**src/rtl/bnn_pkg.sv**
```systemverilog
// Shared constants and FSM state encoding for the BNN weight loader.
// BNN_LOAD_CHECKSUM_EN adds the checksum trailer states.
package bnn_pkg;

  localparam int NUM_NEURONS_DEF = 12;
  localparam int WEIGHT_W        = 8;
  localparam int NIB_W           = 4;
  localparam int STATE_W         = 3;

  typedef logic [STATE_W-1:0] state_t;

  localparam logic [2:0] S_IDLE   = 3'd0;
  localparam logic [2:0] S_LO     = 3'd1;
  localparam logic [2:0] S_HI     = 3'd2;
  localparam logic [2:0] S_WRITE  = 3'd3;
  localparam logic [2:0] S_DONE   = 3'd6;
`ifdef BNN_LOAD_CHECKSUM_EN
  localparam logic [2:0] S_CHK_LO = 3'd4;
  localparam logic [2:0] S_CHK_HI = 3'd5;
`endif

endpackage

```
**src/rtl/bnn_nibble_packer.sv**
```systemverilog
// Low/high nibble latch and weight byte assembly.
// BNN_LOAD_CHECKSUM_EN exposes the unlatched candidate byte.
module bnn_nibble_packer
  import bnn_pkg::*;
(
  input  logic                clk,
  input  logic                reset,
  input  logic                i_ld_lo,
  input  logic                i_ld_hi,
  input  logic [NIB_W-1:0]    i_nib,
`ifdef BNN_LOAD_CHECKSUM_EN
  output logic [WEIGHT_W-1:0] o_cand,
`endif
  output logic [WEIGHT_W-1:0] o_byte
);

  logic [NIB_W-1:0]    r_lo;
  logic [WEIGHT_W-1:0] r_byte;

  always_ff @(posedge clk or posedge reset) begin
    if (reset) begin
      r_lo   <= '0;
      r_byte <= '0;
    end else begin
      if (i_ld_lo)
        r_lo <= i_nib;
      if (i_ld_hi)
        r_byte <= {i_nib, r_lo};
    end
  end

`ifdef BNN_LOAD_CHECKSUM_EN
  assign o_cand = {i_nib, r_lo};
`endif
  assign o_byte = r_byte;

endmodule

```
**src/rtl/bnn_load_ctrl.sv**
```systemverilog
// Nibble-serial weight load controller for the BNN register file.
// BNN_LOAD_CHECKSUM_EN adds an XOR checksum trailer check.
module bnn_load_ctrl
  import bnn_pkg::*;
#(
  parameter int NUM_NEURONS = NUM_NEURONS_DEF,
  parameter int ADDR_W      = 4
) (
  input  logic                clk,
  input  logic                reset,
  input  logic                ena,
  input  logic                start,
  input  logic                abort,
  input  logic                nib_valid,
  input  logic [NIB_W-1:0]    nib_data,
  output logic                nib_ready,
  output logic                wr_en,
  output logic [ADDR_W-1:0]   wr_addr,
  output logic [WEIGHT_W-1:0] wr_data,
  output logic                busy,
  output logic                done,
  output logic                weights_valid,
  output logic                err
);

  localparam logic [ADDR_W-1:0] LAST = ADDR_W'(NUM_NEURONS - 1);

  state_t              r_state;
  state_t              w_next;
  logic [ADDR_W-1:0]   r_cnt;
  logic                r_wv;
  logic                r_err;
  logic                w_go;
  logic                w_abort;
  logic                w_hs;
  logic                w_last;
  logic                w_rdy_st;
  logic                w_ld_lo;
  logic                w_ld_hi;
  logic [WEIGHT_W-1:0] w_byte;

  assign w_go    = ena & start & (r_state == S_IDLE);
  assign w_abort = ena & abort & (r_state != S_IDLE);
  assign w_last  = (r_cnt == LAST);

  assign w_rdy_st = (r_state == S_LO)
                  | (r_state == S_HI)
`ifdef BNN_LOAD_CHECKSUM_EN
                  | (r_state == S_CHK_LO)
                  | (r_state == S_CHK_HI)
`endif
                  ;

  assign nib_ready = ena & w_rdy_st;
  assign w_hs      = nib_valid & nib_ready;

  // abort wins over any handshake landing in the same cycle
  assign w_ld_lo = w_hs & ~w_abort
                 & ((r_state == S_LO)
`ifdef BNN_LOAD_CHECKSUM_EN
                 | (r_state == S_CHK_LO)
`endif
                 );
  assign w_ld_hi = w_hs & ~w_abort & (r_state == S_HI);

`ifdef BNN_LOAD_CHECKSUM_EN
  logic [WEIGHT_W-1:0] r_csum;
  logic [WEIGHT_W-1:0] w_cand;
  logic                w_chk_ok;

  assign w_chk_ok = (w_cand == r_csum);
`endif

  bnn_nibble_packer u_packer (
    .clk     (clk),
    .reset   (reset),
    .i_ld_lo (w_ld_lo),
    .i_ld_hi (w_ld_hi),
    .i_nib   (nib_data),
`ifdef BNN_LOAD_CHECKSUM_EN
    .o_cand  (w_cand),
`endif
    .o_byte  (w_byte)
  );

  always_comb begin
    w_next = r_state;
    case (r_state)
      S_IDLE:
        if (start)
          w_next = S_LO;
      S_LO:
        if (w_hs)
          w_next = S_HI;
      S_HI:
        if (w_hs)
          w_next = S_WRITE;
      S_WRITE:
        if (!w_last)
          w_next = S_LO;
        else
`ifdef BNN_LOAD_CHECKSUM_EN
          w_next = S_CHK_LO;
`else
          w_next = S_DONE;
`endif
`ifdef BNN_LOAD_CHECKSUM_EN
      S_CHK_LO:
        if (w_hs)
          w_next = S_CHK_HI;
      S_CHK_HI:
        if (w_hs)
          w_next = w_chk_ok ? S_DONE : S_IDLE;
`endif
      S_DONE:
        w_next = S_IDLE;
      default:
        w_next = S_IDLE;
    endcase
    if (w_abort)
      w_next = S_IDLE;
  end

  always_ff @(posedge clk or posedge reset) begin
    if (reset)
      r_state <= S_IDLE;
    else if (ena)
      r_state <= w_next;
  end

  // counter saturates at the last neuron so it can never wrap
  always_ff @(posedge clk or posedge reset) begin
    if (reset)
      r_cnt <= '0;
    else if (w_go)
      r_cnt <= '0;
    else if (wr_en && !w_last)
      r_cnt <= r_cnt + 1'b1;
  end

  always_ff @(posedge clk or posedge reset) begin
    if (reset) begin
      r_wv  <= 1'b1;
      r_err <= 1'b0;
    end else if (w_go) begin
      r_wv  <= 1'b0;
      r_err <= 1'b0;
    end else if (w_abort) begin
      r_err <= 1'b1;
    end else if (ena && r_state == S_DONE) begin
      r_wv  <= 1'b1;
`ifdef BNN_LOAD_CHECKSUM_EN
    end else if (ena && r_state == S_CHK_HI
                 && w_hs && !w_chk_ok) begin
      r_err <= 1'b1;
`endif
    end
  end

`ifdef BNN_LOAD_CHECKSUM_EN
  always_ff @(posedge clk or posedge reset) begin
    if (reset)
      r_csum <= '0;
    else if (w_go)
      r_csum <= '0;
    else if (wr_en)
      r_csum <= r_csum ^ w_byte;
  end
`endif

  assign wr_en   = ena & ~w_abort & (r_state == S_WRITE);
  assign wr_addr = r_cnt;
  assign wr_data = w_byte;
  assign busy    = (r_state != S_IDLE);
  assign done    = ena & ~w_abort & (r_state == S_DONE);

  assign weights_valid = r_wv;
  assign err           = r_err;

endmodule

```
**config.mk**
```make
export PLATFORM = sky130hd
export DESIGN_NAME = bnn_load_ctrl
export DESIGN_NICKNAME = d
export VERILOG_FILES = /design/src/rtl/bnn_pkg.sv /design/src/rtl/bnn_nibble_packer.sv /design/src/rtl/bnn_load_ctrl.sv
export SDC_FILE = /design/constraint.sdc
export NUM_CORES = 1
export LEC_CHECK = 0
export CAP_MARGIN = 20
export CORE_UTILIZATION = 42
export DETAILED_ROUTE_END_ITERATION = 7
export GPL_ROUTABILITY_DRIVEN = 0
export PLACE_DENSITY = 0.74
export SYNTH_ARGS = -nofsm -noshare
export SYNTH_HDL_FRONTEND = slang
export SYNTH_SLANG_ARGS = --single-unit
```
**constraint.sdc**
```tcl
create_clock -name clk -period 1.5 [get_ports clk]
set_input_delay 0.225 -clock clk [delete_from_list [all_inputs] [get_ports clk]]
set_output_delay 0.225 -clock clk [all_outputs]
set_load 0.01 [all_outputs]
```
==> results of run 1 <==
[state kept, by name (all words and copies together) (netlist names)]
register and cells:
u_packer.r_lo 4, weights_valid 1, wr_addr 4, err 1, u_packer.o_byte 8, r_state 3
[synth_stat cells (all sizes together)]
| library cell | n | area, sq um |
|---|---|---|
| nor2 | 4 | 15.01 |
| nand3 | 3 | 15.01 |
| mux2i | 2 | 20.02 |
| dfstp | 1 | 26.28 |
| o31ai | 1 | 7.510 |
| o21ai | 4 | 20.02 |
| or4 | 2 | 15.01 |
| and2 | 1 | 6.260 |
| and3b | 2 | 17.52 |
| or3 | 3 | 18.77 |
| or3b | 1 | 11.26 |
| dfrtp | 20 | 500.5 |
| inv | 2 | 7.510 |
| xor2 | 1 | 8.760 |
| clkbuf | 3 | 11.26 |
| nor3 | 1 | 5.000 |
| o41ai | 1 | 8.760 |
| and3 | 1 | 6.260 |
| ha | 1 | 12.51 |
| nor2b | 1 | 6.260 |
| a31oi | 1 | 6.260 |
| nand2 | 2 | 7.510 |
| o22a | 1 | 8.760 |
| nand4b | 2 | 17.52 |
| a21oi | 6 | 30.03 |
| nand3b | 1 | 7.510 |
| buf | 2 | 18.77 |
| a2111oi | 2 | 17.52 |
| nor3b | 1 | 7.510 |
| mux2 | 14 | 157.7 |
[per-layer routing]
layer | wire [um] | GRT usage (%)
met1 | 1184 | 26.67
met2 | 1326 | 36.62
met3 | 117 | 5.060
met4 | 36 | 5.856
met5 | 0 | 0
[critical path, stage by stage (launching register included)]
cell and delay [ns]:
dfrtp_1 0.48, buf_4 0.19, o41ai_2 0.34, a21oi_2 0.05, buf_4 0.15, mux2_4 0.30
[metrics by stage]
step                      hold WS (ns)  std cells
final                           0.1019        169
after global routing            0.1288        169
after CTS                       0.1056        169
after detailed placement        0.4394        156
after global placement          0.4407        156
after floorplan                 0.2008         87
[power breakdown]
group / internal (mW) / leakage (nW) / switching, mW
sequential: 0.810 / 0.260 / 0.158
clock: 0.0992 / 0.0177 / 0.172
combinational: 0.964 / 0.495 / 0.685
[layout make-up]
type | count | share of cell area, %
repair buffers | 55 | 29.36
well taps | 28 | 2.113
inverters | 2 | 0.4528
multi-input cells | 59 | 34.57
flip-flops and latches | 21 | 31.85
clock inverters | 1 | 0.3019
clock buffers | 3 | 1.358
[cells in the final DEF, fill, tap and decap left out, drive strengths merged, types with 2 or more instances in the layout]
| master | instances |
|---|---|
| inv | 2 |
| dfrtp | 20 |
| mux2i | 2 |
| nor2 | 4 |
| mux2 | 14 |
| and3b | 2 |
| clkdlybuf4s50 | 18 |
| clkbuf | 3 |
| a2111oi | 2 |
| nand4b | 2 |
| dlygate4sd2 | 4 |
| o21ai | 4 |
| a21oi | 6 |
| nand2 | 2 |
| or4 | 2 |
| nand3 | 3 |
| or3 | 3 |
| buf | 32 |
[cells by family (layout without fill, tap and decap cells)]
logic type	Yosys count	after routing
AND/OR/NAND/NOR	25	25
flip-flops	21	21
AO/OA/AOI/OAI	16	16
multiplexers	16	16
buffers and inverters	7	61
adder cells (fa/ha/maj)	1	1
XOR/XNOR	1	1
[final timing paths]
path	from	endpoint	slack (ns)	cells after the start
setup reg to reg	r_state[0]	r_state[0]	-0.11	5
setup / recovery	r_state[0]	r_state[0]	-0.11	5
hold reg to reg	u_packer.r_lo[1]	u_packer.r_lo[1]	0.51	1
min in group clk	u_packer.r_lo[1]	u_packer.r_lo[1]	0.51	1
hold / removal	reset	u_packer.o_byte[3]	0.10	2
max in group asynchronous	reset	r_state[1]	1.01	3
[repair_timing]
| item | in CTS | in global routing |
|---|---|---|
| setup buffers | 9 | 0 |
| hold endpoints to repair | 0 | 0 |
| setup endpoints to repair | 18 | 24 |
| hold buffers | 0 | 0 |
| pin swaps | 10 | 4 |
| gates resized for setup | 38 | 15 |
==> impl_metrics.toml, run 1 <==
[layout]
post-route-util_pct = 73.53
regArea_sq_um = 528.0
layout.nets = 153
drive_above_1_share_pct = 52.48
nFillCells = 152
multiInputGateArea_sq_um = 573.1
antenna_cells = 0
area_growth_pct = 62.78
finalInstanceArea_sq_um = 1658

[route]
vias_per_cell = 5.391
drt-total-wl_um = 2664
final_antenna_net_count = 0
vias = 911
drcViolationCount = 0
dr.pass1.iters = 4
drtIter0Drc = 23
wl_per_cell_um = 15.76

[sta]
finalClockSkew_ns = 0.003389
layout_setup_ws_ns = -0.1097
post-route-period-util_pct = 107.3
slew-limit-headroom_pct = 78.45
rsz0062_at_grt = "true"
period_needed_ns = 1.610
tightest_slew_ns = 0.3226
setup_viol = 10
fmax_mhz = 621.3
fin_setup_tns_ns = -0.5717
finalHoldViolCount = 0
slew_violations = 0

[floorplanning]
rows = 17
dieHeight_um = 51.25
num_io_pins = 28
start_util_pct = 45.17
die_x_um = 51.25
core_area_sq_um = 2255
fp.dieArea_sq_um = 2626

[critical_path]
worstPathRequired_ns = 1.70
crit_arrival_ns = 1.80
worst-setup-path-type = "reg2reg"
cp-start-kind = "flop"
worst_setup_path_end_kind = "flop"
crit_fanout = 5

[synthesis]
synth-simple-area-share_pct = 15.36
synth.yosys.seq_area_share_pct = 51.72
avgSynthCellArea_sq_um = 11.71
synth_cells = 87
yosys_warnings = 0
ys_ff_latch = 21
synth_fa_ha_area_share_pct = 1.229
synth_compound_area_share_pct = 9.705
synthXorXnorAreaFrac_pct = 0.8600
synth.area.mux_share_pct = 17.44
syn-num-nets = 98
syn_area_sq_um = 1018
synth_cell_type_count = 31
synth_top_family_by_area = "multiplexers"

[place]
dp_hpwl_um = 1705
placed_area_sq_um = 1468
pre_cts_ws_ns = -0.4802
port_buffers = 27

[pwr]
power_mw = 2.887
vdd_drop_max_uv = 1131
p_leak_nw = 0.7729
p_per_area_nw_per_um2 = 1742

[global_route]
grt_first_pass_wirelength_um = 4133
grt_antenna_before_repair = 0
grt_remaining_overflow = 0
grt_usage_pct = 21.32
grt_pass1_vias = 943
grt_max_degree = 13

[cts]
cts_tree = "done"
cts_buffers = 3
clk_latency_ns = 0.30
clockBufferDepth = 2
clk_pin_slew_ns = 0.12
cts.sinks = 21
h-tree-depth = 1
cts_root_buf = "clkbuf_4"

[run_status]
status = "finished, violations left"
failed_checks = "negative setup slack"

[job]
maxCapViolCount = 0

[min_path]
hold_class = "in2async"
Note: power is estimated with default switching activity, not from simulation.
==> run 2, diff against run 1 <==
Settings changed: CORE_ASPECT_RATIO set to 0.75.
==> impl_metrics.toml, run 2 (synthesis gave the netlist of run 1 again) <==
[cts]
cts_root_buf = "clkbuf_4"
clk_pin_slew_ns = 0.13
cts.sinks = 21
clk_latency_ns = 0.31
clockBufferDepth = 2
h-tree-depth = 1
cts_tree = "done"
cts_buffers = 3

[layout]
post-route-util_pct = 76.99
area_growth_pct = 73.10
most-common-layout-cells = "22 x buf_4, 18 x dfrtp_1, 15 x clkdlybuf4s50_1, 12 x buf_6, 11 x mux2_2"
largest_register_ffs = 8
multiInputGateArea_sq_um = 586.8
nFillCells = 147
layout_commonest_cell = "buf_4"
antenna_cells = 0
drive_above_1_share_pct = 51.70
layout.nets = 159
regArea_sq_um = 529.3

[sta]
slew-limit-headroom_pct = 78.67
post-route-period-util_pct = 111.5
slew_violations = 0
rsz0062_at_grt = "true"
period_needed_ns = 1.672
layout_setup_ws_ns = -0.1718
fmax_mhz = 598.2
setup_viol = 22
finalHoldViolCount = 0
finalClockSkew_ns = 0.008074
tightest_slew_ns = 0.3167

[pwr]
power_switching_mw = 1.030
p_leak_nw = 0.8416
pwr-share-clk_pct = 9.8
power_mw = 2.914
p_seq_share_pct = 32.9
vdd_drop_max_uv = 1074
p_int_mw = 1.885
p_per_area_nw_per_um2 = 1653
swShare_pct = 35.34
pwr-share-comb_pct = 57.3

[critical_path]
cp_cell_sequence = "buf_6, or3_4, buf_6, a2111oi_4, mux2_4"
worstRegToRegCells = 5
worstPathRequired_ns = 1.76
path_common_cell = "buf_6"
worst-setup-path-type = "reg2reg"
cp-start-kind = "flop"
crit_arrival_ns = 1.93
slowest_stage = "dfrtp_2"
crit_fanout = 5
r2r_end = "r_state[2]"
worst_setup_path_end_kind = "flop"
r2r_slack_ns = -0.17
r2r_start = "r_state[1]"
cpPeakStageDelay_ns = 0.44

[global_route]
grt_usage_pct = 26.61
grt_pass1_vias = 986
grt_antenna_before_repair = 0
met3_usage_pct = 8.187
grt_max_degree = 22
grtUsageMet2_pct = 41.14
busiest_layer = "met2"
grt_first_pass_wirelength_um = 4974
grt_remaining_overflow = 0
use_met1_pct = 34.75

[place]
port_buffers = 27
pre_cts_ws_ns = -0.5055
dp_hpwl_um = 1865

[floorplanning]
rows = 15
num_io_pins = 28
fp.dieArea_sq_um = 2628
start_util_pct = 44.48
die_x_um = 58.86
dieHeight_um = 44.65
core_area_sq_um = 2290

[job]
maxCapViolCount = 0

[route]
vias = 956
wl_per_cell_um = 17.41
vias_per_cell = 5.282
drt-total-wl_um = 3151
dr.pass1.iters = 4
drcViolationCount = 0
final_antenna_net_count = 0
drtIter0Drc = 30

[run_status]
failed_checks = "negative setup slack"
status = "finished, violations left"

[min_path]
hold_class = "in2async"
## run 2: cell count changes in the layout (fill, tap and decap cells not counted), sizes merged
cell,delta
dlygate4sd2,+1
clkdlybuf4s50,-3
dlymetal6s2s,+2
clkinvlp,+1
buf,+6
clkinv,-1
## run 2: repair_timing
action                                  in CTS  in global routing
pin swaps                                   16                  8
endpoints found under the setup margin      28                 27
gates resized for setup                     49                 10
hold buffers                                 0                  0
setup buffers                               12                  3
## run 2: final cells by class
cell class	instances	area share [%]
tap	34	2.413
clock inverter	1	0.4258
timing repair buffer	61	32.15
sequential	21	30.02
clock buffer	3	1.278
multi-input combinational	59	33.29
inverter	2	0.4258
## run 2: worst max-delay path: cells and delay by family, from the launching register on
| kind | cells | cell delay (ns) |
|---|---|---|
| flops | 1 | 0.44 |
| simple gates | 1 | 0.41 |
| compound gates | 1 | 0.30 |
| buf+inv | 2 | 0.26 |
| mux | 1 | 0.21 |
## run 2: worst max-delay path by stage
| stage | cells past startpoint | from | to | slack (ns) |
|---|---|---|---|---|
| after floorplan | 5 | r_state[1] | r_state[2] | -0.05 |
| after detailed placement | 5 | ena | wr_addr[3] | -0.51 |
| final | 5 | r_state[1] | r_state[2] | -0.17 |
| after CTS | 5 | r_state[1] | r_state[2] | -0.16 |
| after global routing | 4 | r_state[0] | done | -0.19 |
| after global placement | 4 | ena | wr_en | -0.47 |
## run 2: power by group through the flow
stage	clock, mW	sequential (mW)	combinational [mW]
5_1_grt	0.328	0.987	1.76
3_5_place_dp	0	0.990	1.31
2_1_floorplan	0	1.02	0.582
6_report	0.286	0.959	1.67
4_1_cts	0.296	0.953	1.62
3_3_place_gp	0	0.971	1.28
## run 2: stage by stage
stage	instances	hold slack [ns]	setup TNS (ns)	cell area, sq um
floorplan	87	0.2008	-0.06500	1070
global placement	165	0.4821	-6.127	1498
detailed placement	165	0.4893	-6.738	1498
CTS	179	0.2529	-0.9854	1713
global route	181	0.2970	-2.742	1763
finish	181	0.2740	-1.700	1763
## run 2: per-layer routing
layer	share of wire, %	vias up
li1	-	444
met1	44	473
met2	50	33
met3	5.1	6
met4	1.4	0
met5	0	-
==> run 3, diff against run 2 <==
Settings changed: CORE_UTILIZATION 42 to 46, MAX_ROUTING_LAYER set to met4, PLACE_DENSITY 0.74 to 0.77.
Clock period 1.5 ns to 1.9 ns, I/O delays scaled along.
==> impl_metrics.toml, run 3 (synthesis gave the netlist of run 1 again) <==
[cts]
clk_pin_slew_ns = 0.12
clk_latency_ns = 0.31
cts_tree = "done"
clockBufferDepth = 2
h-tree-depth = 1
cts.sinks = 21
cts_buffers = 3
cts_root_buf = "clkbuf_4"
cts_hold_buf = 0

[critical_path]
critPathBufInv = 2
worstRegToRegCells = 4
cpPeakStageDelay_ns = 0.41
slowest_stage = "dfrtp_1"
r2r_slack_ns = 0.23
crit_arrival_ns = 1.54
worst-setup-path-type = "reg2out"
critical-path-top-delay-family = "buffers and inverters"
r2r_end = "wr_addr[3]"
r2r_start = "r_state[2]"
cp-start-kind = "flop"
worst_setup_path_end_kind = "primary output"
cp_cell_sequence = "buf_4, or3_4, dlygate4sd2_1"
worstPathRequired_ns = 1.62
crit_fanout = 11

[layout]
finalNonFillerCells = 145
largest_register_ffs = 8
antenna_cells = 0
drive_above_1_share_pct = 25.62
most-common-layout-cells = "23 x clkdlybuf4s50_1, 18 x dfrtp_1, 14 x mux2_2, 8 x buf_4, 6 x a21oi_1"
layout_commonest_cell = "clkdlybuf4s50_1"
layout.nets = 133
post-route-util_pct = 67.40
area_growth_pct = 35.63

[route]
drtIter0Drc = 23
vias_per_cell = 5.634
drcViolationCount = 0
drt-total-wl_um = 2144
vias = 817
dr.pass1.iters = 4
wl_per_cell_um = 14.79
final_antenna_net_count = 0

[sta]
slew_violations = 0
setup_viol = 0
period_needed_ns = 1.822
fmax_mhz = 549.0
post-route-period-util_pct = 95.87
slew-limit-headroom_pct = 77.74
finalHoldViolCount = 0
rsz0062_at_grt = "false"
finalClockSkew_ns = 0.007254
tightest_slew_ns = 0.3255

[place]
dp_hpwl_um = 1593
port_buffers = 27
place_inst = 141

[floorplanning]
dieHeight_um = 42.75
num_io_pins = 28
fp.dieArea_sq_um = 2408
core_area_sq_um = 2049
rows = 14
die_x_um = 56.34
start_util_pct = 49.69

[pwr]
power_switching_mw = 0.6185
p_per_area_nw_per_um2 = 1323
vdd_drop_max_uv = 989.6
swShare_pct = 33.83
p_seq_share_pct = 44.2
pwr-share-clk_pct = 11.9
p_int_mw = 1.210
p_leak_nw = 0.6085
pwr-share-comb_pct = 43.9

[global_route]
grt_remaining_overflow = 0
grt_antenna_before_repair = 0
grt_pass1_vias = 700
grt_usage_pct = 19.69
grt_max_degree = 22
grt_first_pass_wirelength_um = 3408

[min_path]
hold_class = "in2async"

[job]
maxCapViolCount = 0

[run_status]
status = "complete, no violations"
[run 3: per-layer routing]
metal	vias up	GRT usage (%)	share of wire, %
li1	395	-	-
met1	391	26.47	48
met2	29	28.57	45
met3	2	6.402	6.5
met4	0	5.854	0.61
met5	-	-	0
[run 3: how the worst max path moves through the flow]
stage / startpoint / endpoint / slack [ns] / cells after the start
floorplan: r_state[1] / r_state[2] / 0.29 / 5
global placement: ena / wr_en / -0.18 / 4
detailed placement: ena / wr_en / -0.16 / 4
CTS: r_state[2] / busy / 0.04 / 3
global route: r_state[2] / busy / 0.03 / 3
finish: r_state[2] / busy / 0.08 / 3
[run 3: area by class of cell]
cell class | count | area [sq um]
fillers | 170 | 668.1
flip-flops and latches | 21 | 529.3
multi-input cells | 59 | 459.2
repair buffers | 35 | 325.3
well taps | 24 | 30.03
clock buffers | 3 | 22.52
clock inverters | 1 | 7.507
inverters | 2 | 7.507
[run 3: repair_timing]
| item | 4_1_cts | 5_1_grt |
|---|---|---|
| setup endpoints to repair | 4 | 1 |
| setup buffers | 0 | 0 |
| gates resized for setup | 6 | 1 |
[run 3: worst min-delay path: cells and delay by family]
kind,cells,cell delay (ns)
buf+inv,3,0.71
[run 3: per-stage QoR]
step | setup slack (ns) | TNS (ns) | total power, mW | area [sq um] | hold slack, ns
floorplan | 0.2928 | 0 | 1.217 | 1018 | 0.2608
global placement | -0.1809 | -0.6566 | 1.592 | 1349 | 0.4823
detailed placement | -0.1574 | -0.6044 | 1.624 | 1349 | 0.4879
CTS | 0.03854 | 0 | 1.837 | 1376 | 0.2783
global route | 0.02519 | 0 | 1.942 | 1381 | 0.2961
finish | 0.07845 | 0 | 1.828 | 1381 | 0.2859
[run 3: power by group through the flow]
stage	clock, mW	combinational [mW]	sequential, mW
final	0.218	0.802	0.808
after global routing	0.249	0.858	0.835
after CTS	0.232	0.798	0.806
after detailed placement	0	0.812	0.811
after global placement	0	0.796	0.796
after floorplan	0	0.415	0.802
